`src/rtl/crc16_rx_ctrl_pkg.sv`:
```
// Shared CRC-16 receive types: polynomial/seed constants, controller states, frame status record.
package crc16_pkg;

    localparam logic [15:0] CRC_POLY = 16'h1021;
    localparam logic [15:0] CRC_INIT = 16'hFFFF;

    typedef enum logic {
        IDLE = 1'b0,
        BODY = 1'b1
    } state_t;

    typedef struct packed {
        logic        pass;
        logic        ovf;
        logic [15:0] len;
        logic [15:0] crc;
    } stat_t;

endpackage

```
`src/rtl/crc16_rx_ctrl_if.sv`:
```
// Word-stream input and frame-status output bundle of the CRC-16 receive checker.
// The slave modport is the checker's view; the master modport is the surrounding logic's view.
interface crc16_rx_ctrl_if;

    logic        i_din_valid_r;
    logic        o_din_ready_r;
    logic [31:0] i_din_r;
    logic        i_sop_r;
    logic        i_eop_r;
    logic        o_stat_valid_r;
    logic        i_stat_ready_r;
    logic        o_stat_pass_r;
    logic        o_stat_ovf_r;
    logic [15:0] o_stat_len_r;
    logic [15:0] o_stat_crc_r;

    modport slave (
        input  i_din_valid_r, i_din_r, i_sop_r, i_eop_r, i_stat_ready_r,
        output o_din_ready_r, o_stat_valid_r, o_stat_pass_r, o_stat_ovf_r,
               o_stat_len_r, o_stat_crc_r
    );

    modport master (
        output i_din_valid_r, i_din_r, i_sop_r, i_eop_r, i_stat_ready_r,
        input  o_din_ready_r, o_stat_valid_r, o_stat_pass_r, o_stat_ovf_r,
               o_stat_len_r, o_stat_crc_r
    );

endinterface

```
`src/rtl/crc16_d32_next.sv`:
```
// Combinational CRC-16 (x^16+x^12+x^5+1) advance over one 32-bit word, d[31] consumed first.
// Zero latency, no state, no backpressure.
module crc16_d32_next
    import crc16_pkg::*;
(
    input  logic [15:0] i_c,
    input  logic [31:0] i_d,
    output logic [15:0] o_next
);

    logic [15:0] w_acc;

    // Unrolled bit-serial LFSR; synthesis flattens this into an XOR network.
    always_comb begin
        w_acc = i_c;
        for (int i = 31; i >= 0; i--) begin
            w_acc = {w_acc[14:0], 1'b0} ^ ((w_acc[15] ^ i_d[i]) ? CRC_POLY : 16'h0000);
        end
        o_next = w_acc;
    end

endmodule

```
`src/rtl/crc16_rx_ctrl.sv`:
```
// Receive frame checker: CRC-16 over sop..eop words, pass/fail record out one cycle after eop.
// Input stalls only while a record is pending and unretrieved; optional counters via CRC16_RX_CTRL_STATS_EN.
module crc16_rx_ctrl
    import crc16_pkg::*;
#(
    parameter int          P_MAX_WORDS = 1024,
    parameter logic [15:0] P_RESIDUE   = 16'h0000
) (
    input  logic           i_clk_r,
    input  logic           i_rst_n_r,
    crc16_rx_ctrl_if.slave bus,
    output logic [15:0]    o_orphan_cnt_r,
    output logic [31:0]    o_pass_cnt_r,
    output logic [31:0]    o_fail_cnt_r
);

    localparam logic [15:0] LP_MAX_LEN = 16'(P_MAX_WORDS);

    state_t      r_state, w_state_nxt;
    logic [15:0] r_crc, w_crc_nxt, w_crc_in, w_crc_upd;
    logic [15:0] r_len, w_len_nxt;
    logic        r_ovf, w_ovf_nxt;
    logic        r_stat_vld;
    stat_t       r_stat, w_stat_new;
    logic        w_accept, w_done, w_orphan;
    logic [15:0] r_orphan_cnt;

    assign bus.o_din_ready_r = ~(r_stat_vld & ~bus.i_stat_ready_r);
    assign w_accept          = bus.i_din_valid_r & bus.o_din_ready_r;

    // A sop word always seeds from CRC_INIT, even when it aborts a frame in BODY.
    assign w_crc_in = ((r_state == IDLE) || bus.i_sop_r) ? CRC_INIT : r_crc;

    crc16_d32_next u_crc_next (
        .i_c    (w_crc_in),
        .i_d    (bus.i_din_r),
        .o_next (w_crc_upd)
    );

    always_comb begin
        w_state_nxt = r_state;
        w_crc_nxt   = r_crc;
        w_len_nxt   = r_len;
        w_ovf_nxt   = r_ovf;
        w_done      = 1'b0;
        w_orphan    = 1'b0;
        if (w_accept) begin
            case (r_state)
                IDLE: begin
                    if (bus.i_sop_r) begin
                        w_crc_nxt   = w_crc_upd;
                        w_len_nxt   = 16'd1;
                        w_ovf_nxt   = 1'b0;
                        w_done      = bus.i_eop_r;
                        w_state_nxt = bus.i_eop_r ? IDLE : BODY;
                    end else begin
                        w_orphan = 1'b1;
                    end
                end
                BODY: begin
                    w_crc_nxt   = w_crc_upd;
                    w_done      = bus.i_eop_r;
                    w_state_nxt = bus.i_eop_r ? IDLE : BODY;
                    if (bus.i_sop_r) begin
                        w_orphan  = 1'b1;
                        w_len_nxt = 16'd1;
                        w_ovf_nxt = 1'b0;
                    end else if (r_len == LP_MAX_LEN) begin
                        w_ovf_nxt = 1'b1;
                    end else begin
                        w_len_nxt = r_len + 16'd1;
                    end
                end
                default: w_state_nxt = IDLE;
            endcase
        end
    end

    assign w_stat_new = '{pass: (w_crc_upd == P_RESIDUE) & ~w_ovf_nxt,
                          ovf:  w_ovf_nxt,
                          len:  w_len_nxt,
                          crc:  w_crc_upd};

    always_ff @(posedge i_clk_r or negedge i_rst_n_r) begin
        if (!i_rst_n_r) begin
            r_state      <= IDLE;
            r_crc        <= CRC_INIT;
            r_len        <= 16'd0;
            r_ovf        <= 1'b0;
            r_stat_vld   <= 1'b0;
            r_stat       <= '0;
            r_orphan_cnt <= 16'd0;
        end else begin
            r_state <= w_state_nxt;
            r_crc   <= w_crc_nxt;
            r_len   <= w_len_nxt;
            r_ovf   <= w_ovf_nxt;
            // A new completion may overwrite a record retired on this same edge.
            if (w_done) begin
                r_stat     <= w_stat_new;
                r_stat_vld <= 1'b1;
            end else if (bus.i_stat_ready_r) begin
                r_stat_vld <= 1'b0;
            end
            if (w_orphan && (r_orphan_cnt != 16'hFFFF)) begin
                r_orphan_cnt <= r_orphan_cnt + 16'd1;
            end
        end
    end

    assign bus.o_stat_valid_r = r_stat_vld;
    assign bus.o_stat_pass_r  = r_stat.pass;
    assign bus.o_stat_ovf_r   = r_stat.ovf;
    assign bus.o_stat_len_r   = r_stat.len;
    assign bus.o_stat_crc_r   = r_stat.crc;
    assign o_orphan_cnt_r     = r_orphan_cnt;

`ifdef CRC16_RX_CTRL_STATS_EN
    logic [31:0] r_pass_cnt, r_fail_cnt;

    always_ff @(posedge i_clk_r or negedge i_rst_n_r) begin
        if (!i_rst_n_r) begin
            r_pass_cnt <= 32'd0;
            r_fail_cnt <= 32'd0;
        end else if (w_done) begin
            if (w_stat_new.pass) begin
                if (r_pass_cnt != 32'hFFFF_FFFF) r_pass_cnt <= r_pass_cnt + 32'd1;
            end else begin
                if (r_fail_cnt != 32'hFFFF_FFFF) r_fail_cnt <= r_fail_cnt + 32'd1;
            end
        end
    end

    assign o_pass_cnt_r = r_pass_cnt;
    assign o_fail_cnt_r = r_fail_cnt;
`else
    assign o_pass_cnt_r = 32'd0;
    assign o_fail_cnt_r = 32'd0;
`endif

endmodule

```
`src/flat_wrapper.sv`:
```
// flat-port wrapper written by rule: the top's interface ports become plain ports
module crc16_rx_ctrl_flat import crc16_pkg::*;
#(
    parameter int          P_MAX_WORDS = 1024,
    parameter logic [15:0] P_RESIDUE   = 16'h0000
)
  (i_clk_r, i_rst_n_r, o_orphan_cnt_r, o_pass_cnt_r, o_fail_cnt_r, bus_i_din_valid_r, bus_i_din_r, bus_i_sop_r, bus_i_eop_r, bus_i_stat_ready_r, bus_o_din_ready_r, bus_o_stat_valid_r, bus_o_stat_pass_r, bus_o_stat_ovf_r, bus_o_stat_len_r, bus_o_stat_crc_r);
  crc16_rx_ctrl_if bus_i ();
  input  logic i_clk_r;
  input  logic i_rst_n_r;
  output logic [15:0] o_orphan_cnt_r;
  output logic [31:0] o_pass_cnt_r;
  output logic [31:0] o_fail_cnt_r;
  input wire logic [$bits(bus_i.i_din_valid_r)-1:0] bus_i_din_valid_r;
  input wire logic [$bits(bus_i.i_din_r)-1:0] bus_i_din_r;
  input wire logic [$bits(bus_i.i_sop_r)-1:0] bus_i_sop_r;
  input wire logic [$bits(bus_i.i_eop_r)-1:0] bus_i_eop_r;
  input wire logic [$bits(bus_i.i_stat_ready_r)-1:0] bus_i_stat_ready_r;
  output wire logic [$bits(bus_i.o_din_ready_r)-1:0] bus_o_din_ready_r;
  output wire logic [$bits(bus_i.o_stat_valid_r)-1:0] bus_o_stat_valid_r;
  output wire logic [$bits(bus_i.o_stat_pass_r)-1:0] bus_o_stat_pass_r;
  output wire logic [$bits(bus_i.o_stat_ovf_r)-1:0] bus_o_stat_ovf_r;
  output wire logic [$bits(bus_i.o_stat_len_r)-1:0] bus_o_stat_len_r;
  output wire logic [$bits(bus_i.o_stat_crc_r)-1:0] bus_o_stat_crc_r;
  assign bus_i.i_din_valid_r = bus_i_din_valid_r;
  assign bus_i.i_din_r = bus_i_din_r;
  assign bus_i.i_sop_r = bus_i_sop_r;
  assign bus_i.i_eop_r = bus_i_eop_r;
  assign bus_i.i_stat_ready_r = bus_i_stat_ready_r;
  assign bus_o_din_ready_r = bus_i.o_din_ready_r;
  assign bus_o_stat_valid_r = bus_i.o_stat_valid_r;
  assign bus_o_stat_pass_r = bus_i.o_stat_pass_r;
  assign bus_o_stat_ovf_r = bus_i.o_stat_ovf_r;
  assign bus_o_stat_len_r = bus_i.o_stat_len_r;
  assign bus_o_stat_crc_r = bus_i.o_stat_crc_r;
  crc16_rx_ctrl #(.P_MAX_WORDS(P_MAX_WORDS), .P_RESIDUE(P_RESIDUE)) u_core (.i_clk_r(i_clk_r), .i_rst_n_r(i_rst_n_r), .bus(bus_i), .o_orphan_cnt_r(o_orphan_cnt_r), .o_pass_cnt_r(o_pass_cnt_r), .o_fail_cnt_r(o_fail_cnt_r));
endmodule
```
`config.mk`:
```
export PLATFORM = sky130hd
export DESIGN_NAME = crc16_rx_ctrl_flat
export DESIGN_NICKNAME = d
export VERILOG_FILES = /design/src/rtl/crc16_rx_ctrl_pkg.sv /design/src/rtl/crc16_rx_ctrl_if.sv /design/src/rtl/crc16_d32_next.sv /design/src/rtl/crc16_rx_ctrl.sv /design/src/flat_wrapper.sv
export SDC_FILE = /design/constraint.sdc
export NUM_CORES = 1
export LEC_CHECK = 0
export CORE_AREA = 4 4 115 117
export CTS_BUF_LIST = sky130_fd_sc_hd__clkbuf_4 sky130_fd_sc_hd__clkbuf_8
export DETAILED_ROUTE_END_ITERATION = 10
export DIE_AREA = 0 0 119 121
export PLACE_DENSITY = 0.78
export SYNTH_ARGS = -nofsm -noshare
export SYNTH_HDL_FRONTEND = slang
export SYNTH_SLANG_ARGS = --single-unit
```
`constraint.sdc`:
```
create_clock -name i_clk_r -period 7.65 [get_ports i_clk_r]
set_input_delay 2.295 -clock i_clk_r [delete_from_list [all_inputs] [get_ports i_clk_r]]
set_output_delay 2.295 -clock i_clk_r [all_outputs]
set_load 0.01 [all_outputs]
```
==> reports/qor.yml, run 1 <==
floorplanning:
  fp-row-count: 41
  core_um2: 12400
  die_area_um2: 14400
  start_util_pct: 43.3
  dieWidth_um: 119
  die_height_um: 121
  ios: 154
clocking:
  hold_buffers: 0
  clkTransAtPathRegs_ps: 80
  clockBufferDepth: 2
  clk-insertion-delay-late_ps: 360
  h-tree-depth: 3
  clock_sinks: 85
  cts_tree: "done"
  cts_root_buf: "clkbuf_8"
  numCtsBuffers: 9
  ctsResizeCount: 0
  post_cts_buffers: 0
timing:
  setup_viol: 0
  rsz0062_at_grt: "false"
  fin_worst_skew_ps: 11.7
  drv_slew: 0
  fmax_ghz: 0.174
  worstMarginPinSlew_ps: 1250
  timing.hold.ws_ps: 490
  period_share_pct: 75.1
  min_period_ps: 5740
  slew_headroom_pct: 16.4
  timing_hold_violations_final: 0
  tns_ps: 0
worst_setup_path:
  setup.worst_path.end_class: "output port"
  worstSetupPathType: "primary input to output port"
  r2r_slack_ps: 4110
  crit_arrival_ps: 3450
  r2r_end: "u_core.bus.o_stat_crc_r[12]"
  slowest_stage: "clkdlybuf4s50_1"
  cp_max_fo: 4
  ff2ff_path_depth: 10
  critical_path.most_common_cell: "clkdlybuf4s50_1"
  critical-path-max-stage-delay_ps: 560
  start_kind: "primary input"
  reg2reg_from: "u_core.r_state"
  crit_required_ps: 5360
  cp_cell_sequence: "clkdlybuf4s50_1 > nand2b_1 > clkdlybuf4s50_1"
logic_synthesis:
  synth_most_common_cell: "xnor2_1"
  yosysSeqAreaShare_pct: 40.1
  ys_types: 45
  async_reset_ff_share_pct: 100
  netlist_area_um2: 5360
  synth_ff_type: "dfrtp_1"
  ys_ff_latch: 85
  synth_edf_count: 0
  yosys_warnings: 0
  yosysTopAreaCellShare_pct: 32.2
  syn_avg_cell_area_um2: 10.7
  synth_largest_area_cell: "dfrtp_1"
  synthTopCellsByArea: "dfrtp_1 32%, xnor2_1 13%, buf_4 9.0%, dfstp_2 7.8%, xor2_1 7.4%"
  synthTopCellsByCount: "78 x xnor2_1, 69 x dfrtp_1, 64 x buf_4"
  syn_inst: 502
drt:
  wl_per_cell_um: 14.8
  num_vias: 3512
  routed_wl_um: 11400
  first_iter_violations: 147
  drt_first_pass_iters: 5
  drt.antenna.violating_nets: 0
  route.detailed.drc: 0
  via_per_inst: 4.56
global_route:
  grt_use_total_pct: 16.4
  grt_antenna_before_repair: 0
  grt_pass1_vias: 3598
  grt_max_degree: 86
  gr-total-overflow: 0
  grt_first_pass_wirelength_um: 18500
placement:
  hpwl_um: 8790
  portBuffers: 89
  gp_congestion: 0.874
  dp.cells: 754
  placement.cell_area_um2: 6190
pwr:
  clkPwrFrac_pct: 11.9
  internal_power_mw: 1.76
  switching_power_mw: 1.28
  pwr-share-seq_pct: 23.7
  power.density_nw_per_um2: 472
  ir_drop_mv: 0.302
  sw_frac_of_total_pct: 42.0
  comb_power_share_pct: 64.4
  leakage_nw: 2.78
  finalPower_mw: 3.03
cells_and_area:
  regArea_um2: 2150
  synthToLayoutAreaGrowth_pct: 20.0
  final_area_um2: 6430
  multi_input_area_um2: 2900
  nFillCells: 1095
  finalNonFillerCells: 770
  diodes: 0
  drive_gt1_share_pct: 12.5
  final_nets: 636
worst_hold_path:
  min_from: "u_core.bus.o_stat_len_r[11]"
  whs_path_depth: 2
  hold_class: "flop to flop"
  min_to: "u_core.bus.o_stat_len_r[11]"
job:
  drv_cap: 0
run_status:
  status: "finished clean"
[layout make-up]
type,instances,area share (%)
Multi-Input combinational cell,399,45.2
Sequential cell,85,33.4
Timing Repair Buffer,91,14.1
Tap cell,172,3.35
Clock buffer,13,2.59
Clock inverter,3,1.05
Inverter,7,0.409
[kinds of logic (layout without fill, tap and decap cells)]
| kind of cell | count (synthesis) | in the layout | synth area share, % |
|---|---|---|---|
| compound gates | 29 | 29 | 3.39 |
| xor+xnor | 140 | 140 | 27.1 |
| fa+ha+maj | 5 | 5 | 1.17 |
| buf+inv | 81 | 114 | 10.2 |
| flops | 85 | 85 | 40.1 |
| mux | 31 | 31 | 6.49 |
| other cells | 1 | 64 | 0.0700 |
| simple gates | 130 | 130 | 11.5 |
[worst max path at each step]
stage / from / endpoint / slack [ps] / depth (start not counted)
after CTS: bus_i_stat_ready_r / bus_o_din_ready_r / 1910 / 3
after global placement: bus_i_sop_r / u_core.bus.o_stat_crc_r[13] / 1810 / 12
after global routing: bus_i_sop_r / u_core.bus.o_stat_pass_r / 1740 / 12
after floorplan: bus_i_sop_r / u_core.bus.o_stat_crc_r[12] / 2770 / 11
final: bus_i_stat_ready_r / bus_o_din_ready_r / 1910 / 3
after detailed placement: bus_i_sop_r / u_core.bus.o_stat_crc_r[12] / 1650 / 12
[power groups by stage]
stage / Clock (mW) / Combinational [mW] / Sequential (mW)
floorplan: 0 / 1.44 / 0.728
global placement: 0 / 1.88 / 0.727
detailed placement: 0 / 1.94 / 0.730
CTS: 0.373 / 1.96 / 0.723
global route: 0.395 / 2.14 / 0.736
finish: 0.362 / 1.95 / 0.719
[critical path: cells and delay by family]
family | cells | cell delay, ps
buf+inv | 2 | 1000
simple gates | 1 | 150
[metrics by stage]
step / util (%) / worst slack, ps
after global routing: 52.0 / 1740
after detailed placement: 50.1 / 1650
after floorplan: - / 2770
after CTS: 52.0 / 1910
final: 52.0 / 1910
after global placement: 50.1 / 1810
[flip-flops by register name, indices dropped and copies added (netlist names)]
signal / count
u_core.r_state: 1
u_core.bus.o_stat_valid_r: 1
u_core.bus.o_stat_ovf_r: 1
u_core.r_crc: 16
u_core.bus.o_stat_len_r: 16
u_core.bus.o_stat_pass_r: 1
u_core.o_orphan_cnt_r: 16
u_core.r_len: 16
u_core.r_ovf: 1
u_core.bus.o_stat_crc_r: 16
[metal layers]
layer	share of wire, %	track usage (%)	up-vias	wire length, um
li1	-	-	1708	-
met1	42	20.4	1670	4820
met2	51	27.2	126	5840
met3	6.1	5.08	8	698
met4	0.55	5.58	0	63
met5	0	0	-	0
[placed cells by master, fill, tap and decap left out, drive strengths merged, types with 7 or more instances in the layout]
| cell type | synthesis | layout |
|---|---|---|
| clkdlybuf4s50 | 0 | 88 |
| xnor2 | 84 | 84 |
| dfrtp | 69 | 69 |
| conb | 1 | 64 |
| nand2 | 51 | 51 |
| xor2 | 45 | 45 |
| mux2 | 30 | 30 |
| nor2 | 26 | 26 |
| dfstp | 16 | 16 |
| clkbuf | 9 | 13 |
| o21ai | 12 | 12 |
| nand3 | 9 | 9 |
| nand4 | 8 | 8 |
| o31ai | 8 | 8 |
| inv | 7 | 7 |
(Power assumes the default switching activity.)
==> inputs of run 2 (changes only) <==
Clock period 7.65 ns to 5.35 ns, I/O delays scaled along.
==> run 2 against run 1 <==
  * Clock skew about the same
  * Global-route usage increased by 0.16 points
  * Combinational power increased by 47%
  * Setup slack got worse by 1400 ps
  * Clock power increased by 40%
  * Hold slack got worse by 2.1 ps
  * Via count increased by 2.0%
  * Final cell count increased by 1.2%
  * Sequential share of layout area decreased by 0.32 points
  * Highest routed layer unchanged
==> reports/qor.yml, run 2 (synthesized netlist as in run 1, its figures left out) <==
drt:
  drt.antenna.violating_nets: 0  # unchanged
  routed_wl_um: 11500  # +0.67%
  wl_per_cell_um: 14.8  # -0.50%
  num_vias: 3583  # +2.0%
  route.detailed.drc: 0  # unchanged
  first_iter_violations: 127  # -14%
  drt_first_pass_iters: 4  # -1
  via_per_inst: 4.60  # +0.84%
cells_and_area:
  regArea_um2: 2150  # unchanged
  utilization_pct: 52.5  # +0.50 points
  drive_gt1_share_pct: 13.8  # +1.3 points
  multi_input_area_um2: 2900  # unchanged
  final_cell_mix: "88 x clkdlybuf4s50_1, 78 x xnor2_1, 69 x dfrtp_1"
  diodes: 0  # unchanged
  layout_commonest_cell: "clkdlybuf4s50_1"
  final_nets: 645  # +1.4%
  nFillCells: 1089  # -0.55%
  synthToLayoutAreaGrowth_pct: 21.1
worst_setup_path:
  setup.worst_path.end_class: "flop"
  cpLargestDelayFamily: "XOR/XNOR gates"
  crit_required_ps: 5600  # +240 ps
  crit_arrival_ps: 5150  # +1700 ps
  critical_path.most_common_cell: "xor2_1"
  ff2ff_path_depth: 10  # unchanged
  cp_max_fo: 16  # +12
  slowest_stage: "ha_1"
  r2r_slack_ps: 1890  # -2220 ps
  start_kind: "primary input"
  worstSetupPathType: "primary input to flop"
  cp.depth: 12  # +9
  reg2reg_from: "u_core.r_state"
  r2r_end: "u_core.bus.o_stat_pass_r"
  cp-endpoint: "u_core.bus.o_stat_pass_r"
  cp_num_buf_inv: 2  # unchanged
  critical-path-max-stage-delay_ps: 510  # -50 ps
  startpoint: "bus_i_sop_r"
  cp_cell_sequence: "clkdlybuf4s50_1 > inv_1 > ha_1 > and2b_1 > xnor2_4 > xor2_1 > xor3_1 > xnor2_1 > xor2_1 > nor4_1 > o2111ai_1 > o31ai_1"
placement:
  dpl_worst_slack_ps: 103  # -1540 ps
  gp_congestion: 0.883  # +0.95%
  portBuffers: 89  # unchanged
  hpwl_um: 8960  # +1.9%
pwr:
  power.density_nw_per_um2: 680  # +44%
  leakage_nw: 2.82  # +1.6%
  ir_drop_mv: 0.462  # +53%
timing:
  rsz0062_at_grt: "false"
  fmax_ghz: 0.204
  drv_slew: 0  # unchanged
  worst_slack_ps: 457  # -1450 ps
  worstMarginPinSlew_ps: 1030  # -215 ps
  setup_viol: 0  # unchanged
  period_share_pct: 91.5
  slew_headroom_pct: 31.1  # +15 points
  tns_ps: 0  # unchanged
  min_period_ps: 4890
  timing_hold_violations_final: 0  # unchanged
  fin_worst_skew_ps: 11.4  # -0.271 ps
  timing.hold.ws_ps: 488  # -2.06 ps
worst_hold_path:
  min_from: "u_core.bus.o_stat_crc_r[5]"
  hold_class: "flop to flop"
global_route:
  grt_pass1_vias: 3773  # +4.9%
  gr-total-overflow: 0  # unchanged
  grt_use_total_pct: 16.5  # +0.16 points
  grt_antenna_before_repair: 0  # unchanged
  grt_max_degree: 86  # unchanged
  grt_first_pass_wirelength_um: 19000  # +2.8%
floorplanning:
  start_util_pct: 43.3  # unchanged
  core_um2: 12400  # unchanged
  die_area_um2: 14400  # unchanged
  ios: 154  # unchanged
  dieWidth_um: 119  # unchanged
  die_height_um: 121  # unchanged
  fp-row-count: 41  # unchanged
clocking:
  clkTransAtPathRegs_ps: 80  # about the same
  ctsResizeCount: 0  # unchanged
  cts_tree: "done"
  post_cts_buffers: 0  # unchanged
  clk-insertion-delay-late_ps: 360  # about the same
  numCtsBuffers: 9  # unchanged
  hold_buffers: 0  # unchanged
  h-tree-depth: 3  # unchanged
  cts_root_buf: "clkbuf_8"
  clockBufferDepth: 2  # unchanged
  clock_sinks: 85  # unchanged
job:
  drv_cap: 0  # unchanged
run_status:
  status: "finished clean"
==> run 2: per-layer routing <==
metal	vias up	wire length [um]	GRT usage [%]
met1	1721	4820	20.5
met2	122	5820	28.4
li1	1725	-	-
met4	0	200	6.08
met5	-	0	0
met3	15	654	3.68
==> run 2: metrics by stage <==
| stage | cell area, um^2 | total power [mW] | cells |
|---|---|---|---|
| after floorplan | 5600 | 3.10 | 565 |
| after global placement | 6260 | 3.83 | 763 |
| after detailed placement | 6260 | 3.91 | 763 |
| after CTS | 6490 | 4.45 | 779 |
| after global routing | 6490 | 4.74 | 779 |
| final | 6490 | 4.41 | 779 |
==> run 2: cell type report <==
type | count | area share, %
Inverter | 7 | 0.405
Clock buffer | 11 | 2.24
Timing Repair Buffer | 100 | 15.0
Tap cell | 172 | 3.32
Sequential cell | 85 | 33.1
Multi-Input combinational cell | 399 | 44.7
Clock inverter | 5 | 1.27
==> run 2: how the worst min path moves through the flow <==
stage                            endpoint  slack, ps  cells after the start
6_report       u_core.bus.o_stat_crc_r[5]        490                      2
5_1_grt        u_core.bus.o_stat_len_r[9]        510                      2
4_1_cts        u_core.bus.o_stat_len_r[9]        490                      2
3_5_place_dp   u_core.bus.o_stat_len_r[9]        470                      2
3_3_place_gp   u_core.bus.o_stat_len_r[5]        470                      2
2_1_floorplan             u_core.r_crc[5]        480                      2
==> run 2: worst register-to-register path, cell delays in order, from the launching register on <==
cell and delay, ps:
dfrtp_1 430, ha_1 510, and2b_1 290, xnor2_4 170, xor2_1 240, xor3_1 500
xnor2_1 270, xor2_1 220, nor4_1 300, o2111ai_1 160, o31ai_1 260
==> run 2: where the power goes <==
part           switching [mW]  internal [mW]  total [mW]  leakage [nW]
registers               0.148          0.884        1.03          1.08
clock network           0.225          0.283       0.507         0.117
logic                    1.45           1.42        2.87          1.63
==> inputs of run 3 (changes only) <==
Settings changed: SKIP_LAST_GASP set to 1.
Clock period 5.35 ns to 5.7 ns, I/O delays scaled along.
==> run 3 against run 2 <==
  * Clock skew rose by 1.3 ps
  * Critical endpoint is now u_core.bus.o_stat_crc_r[15]
  * Setup slack improved by 240 ps
  * Clock power fell by 6.3%
  * Die area did not move
  * Sequential share of layout area rose by 0.27 points
  * Count of clock-buffer cells in the layout rose by 3
  * Register-to-register slack improved by 340 ps
  * Hold slack got worse by 2.6 ps
  * Design area fell by 0.81%
  * Global-route usage fell by 0.29 points
==> reports/qor.yml, run 3 (synthesized netlist as in run 1, its figures left out) <==
clocking:
  clkTransAtPathRegs_ps: 70  # about the same
  numCtsBuffers: 9  # unchanged
  cts_tree: "done"
  ctsResizeCount: 0  # unchanged
  cts_root_buf: "clkbuf_8"
  post_cts_buffers: 0  # unchanged
  clock_sinks: 85  # unchanged
  hold_buffers: 0  # unchanged
  clockBufferDepth: 2  # unchanged
  clk-insertion-delay-late_ps: 360  # about the same
  h-tree-depth: 3  # unchanged
worst_setup_path:
  crit_required_ps: 5940  # +340 ps
  crit_arrival_ps: 5240  # +90 ps
  setup.worst_path.end_class: "flop"
  start_kind: "primary input"
  cp_max_fo: 16  # unchanged
  worstSetupPathType: "primary input to flop"
drt:
  first_iter_violations: 199  # +57%
  num_vias: 3545  # -1.1%
  routed_wl_um: 11300  # -1.3%
  top_layer_used: "met4"
  drt.antenna.violating_nets: 0  # unchanged
  via_per_inst: 4.59  # -0.16%
  route.detailed.drc: 0  # unchanged
  wl_per_cell_um: 14.7  # -0.45%
  wl_met3_um: 601  # -8.1%
  met2WireLength_um: 5670  # -2.5%
  drt_first_pass_iters: 4  # unchanged
  m1WireLength_um: 4910  # +1.7%
cells_and_area:
  layout_commonest_cell: "clkdlybuf4s50_1"
  diodes: 0  # unchanged
  final_nets: 638  # -1.1%
  drive_gt1_share_pct: 12.8  # -1.0 points
  synthToLayoutAreaGrowth_pct: 20.1
  final_cell_mix: "88 x clkdlybuf4s50_1, 78 x xnor2_1, 69 x dfrtp_1"
pwr:
  power.density_nw_per_um2: 629  # -7.4%
  ir_drop_mv: 0.370  # -20%
  pwr-share-seq_pct: 23.8  # +0.4 points
  sw_frac_of_total_pct: 41.4  # about the same
  leakage_nw: 2.79  # -1.1%
  comb_power_share_pct: 64.5  # -0.6 points
  switching_power_mw: 1.68  # -8.1%
  clkPwrFrac_pct: 11.7  # +0.2 points
  internal_power_mw: 2.37  # -8.2%
  finalPower_mw: 4.05  # -8.2%
floorplanning:
  die_area_um2: 14400  # unchanged
  dieWidth_um: 119  # unchanged
  start_util_pct: 43.3  # unchanged
  core_um2: 12400  # unchanged
  fp-row-count: 41  # unchanged
  ios: 154  # unchanged
  die_height_um: 121  # unchanged
timing:
  slew_headroom_pct: 31.6  # +0.50 points
  worst_slack_ps: 697  # +240 ps
  timing_hold_violations_final: 0  # unchanged
  fin_worst_skew_ps: 12.7  # +1.32 ps
  min_period_ps: 5000
  fmax_ghz: 0.200
  drv_slew: 0  # unchanged
  setup_viol: 0  # unchanged
  period_share_pct: 87.8
  rsz0062_at_grt: "false"
  tns_ps: 0  # unchanged
  worstMarginPinSlew_ps: 1030  # -7.45 ps
global_route:
  grt_use_total_pct: 16.3  # -0.29 points
  grt_antenna_before_repair: 0  # unchanged
  grt_pass1_vias: 3570  # -5.4%
  gr-total-overflow: 0  # unchanged
  grt_first_pass_wirelength_um: 18500  # -2.8%
  grt_max_degree: 86  # unchanged
placement:
  hpwl_um: 8780  # -1.9%
  gp_congestion: 0.913  # +3.4%
  portBuffers: 89  # unchanged
  dpl_worst_slack_ps: 312  # +209 ps
worst_hold_path:
  hold_class: "flop to flop"
run_status:
  status: "finished clean"
job:
  drv_cap: 0  # unchanged
[run 3: cell type report]
class / count / area [um^2]
fillers: 1085 / 5930
multi-input cells: 399 / 2900
flip-flops and latches: 85 / 2150
repair buffers: 93 / 918
well taps: 172 / 215
clock buffers: 14 / 168
clock inverters: 2 / 60.1
inverters: 7 / 26.3
[run 3: power by group through the flow]
stage / Combinational (mW) / Sequential (mW) / Clock (mW)
finish: 2.61 / 0.964 / 0.475
global route: 2.86 / 0.987 / 0.520
CTS: 2.63 / 0.968 / 0.492
detailed placement: 2.61 / 0.978 / 0
global placement: 2.54 / 0.976 / 0
floorplan: 1.93 / 0.977 / 0
[run 3: metal layers]
| metal | GRT usage (%) | up-vias |
|---|---|---|
| met5 | 0 | - |
| met4 | 5.87 | 0 |
| met3 | 3.92 | 14 |
| met2 | 27.1 | 117 |
| met1 | 20.6 | 1700 |
| li1 | - | 1714 |
[run 3: path summary, 6_finish.rpt]
| path | cells after the start | end | slack [ps] | start |
|---|---|---|---|---|
| max in group asynchronous | 1 | u_core.o_orphan_cnt_r[1] | 3510 | i_rst_n_r |
| worst min-delay path | 2 | u_core.bus.o_stat_len_r[5] | 480 | u_core.bus.o_stat_len_r[5] |
| worst max register to register | 9 | u_core.bus.o_stat_crc_r[15] | 2230 | u_core.r_state |
| worst min register to register | 2 | u_core.bus.o_stat_len_r[5] | 480 | u_core.bus.o_stat_len_r[5] |
| worst max-delay path | 11 | u_core.bus.o_stat_crc_r[15] | 700 | bus_i_sop_r |
| min in group asynchronous | 1 | u_core.bus.o_stat_len_r[7] | 1530 | i_rst_n_r |
[run 3: worst max-delay path, cell delays in order]
cell             delay (ps)
clkdlybuf4s50_1         430
inv_1                   170
ha_1                    530
and2b_1                 290
xnor2_4                 160
xor2_1                  240
xor3_1                  500
xnor2_1                 270
xor2_1                  460
xnor2_1                 170
mux2_2                  280
[run 3: through the flow]
stage / hold slack (ps) / instance area, um^2 / cells / utilization, %
floorplan: 482 / 5600 / 565 / -
global placement: 470 / 6210 / 756 / 50.2
detailed placement: 471 / 6210 / 756 / 50.2
CTS: 487 / 6440 / 772 / 52.1
global route: 520 / 6440 / 772 / 52.1
finish: 485 / 6440 / 772 / 52.1
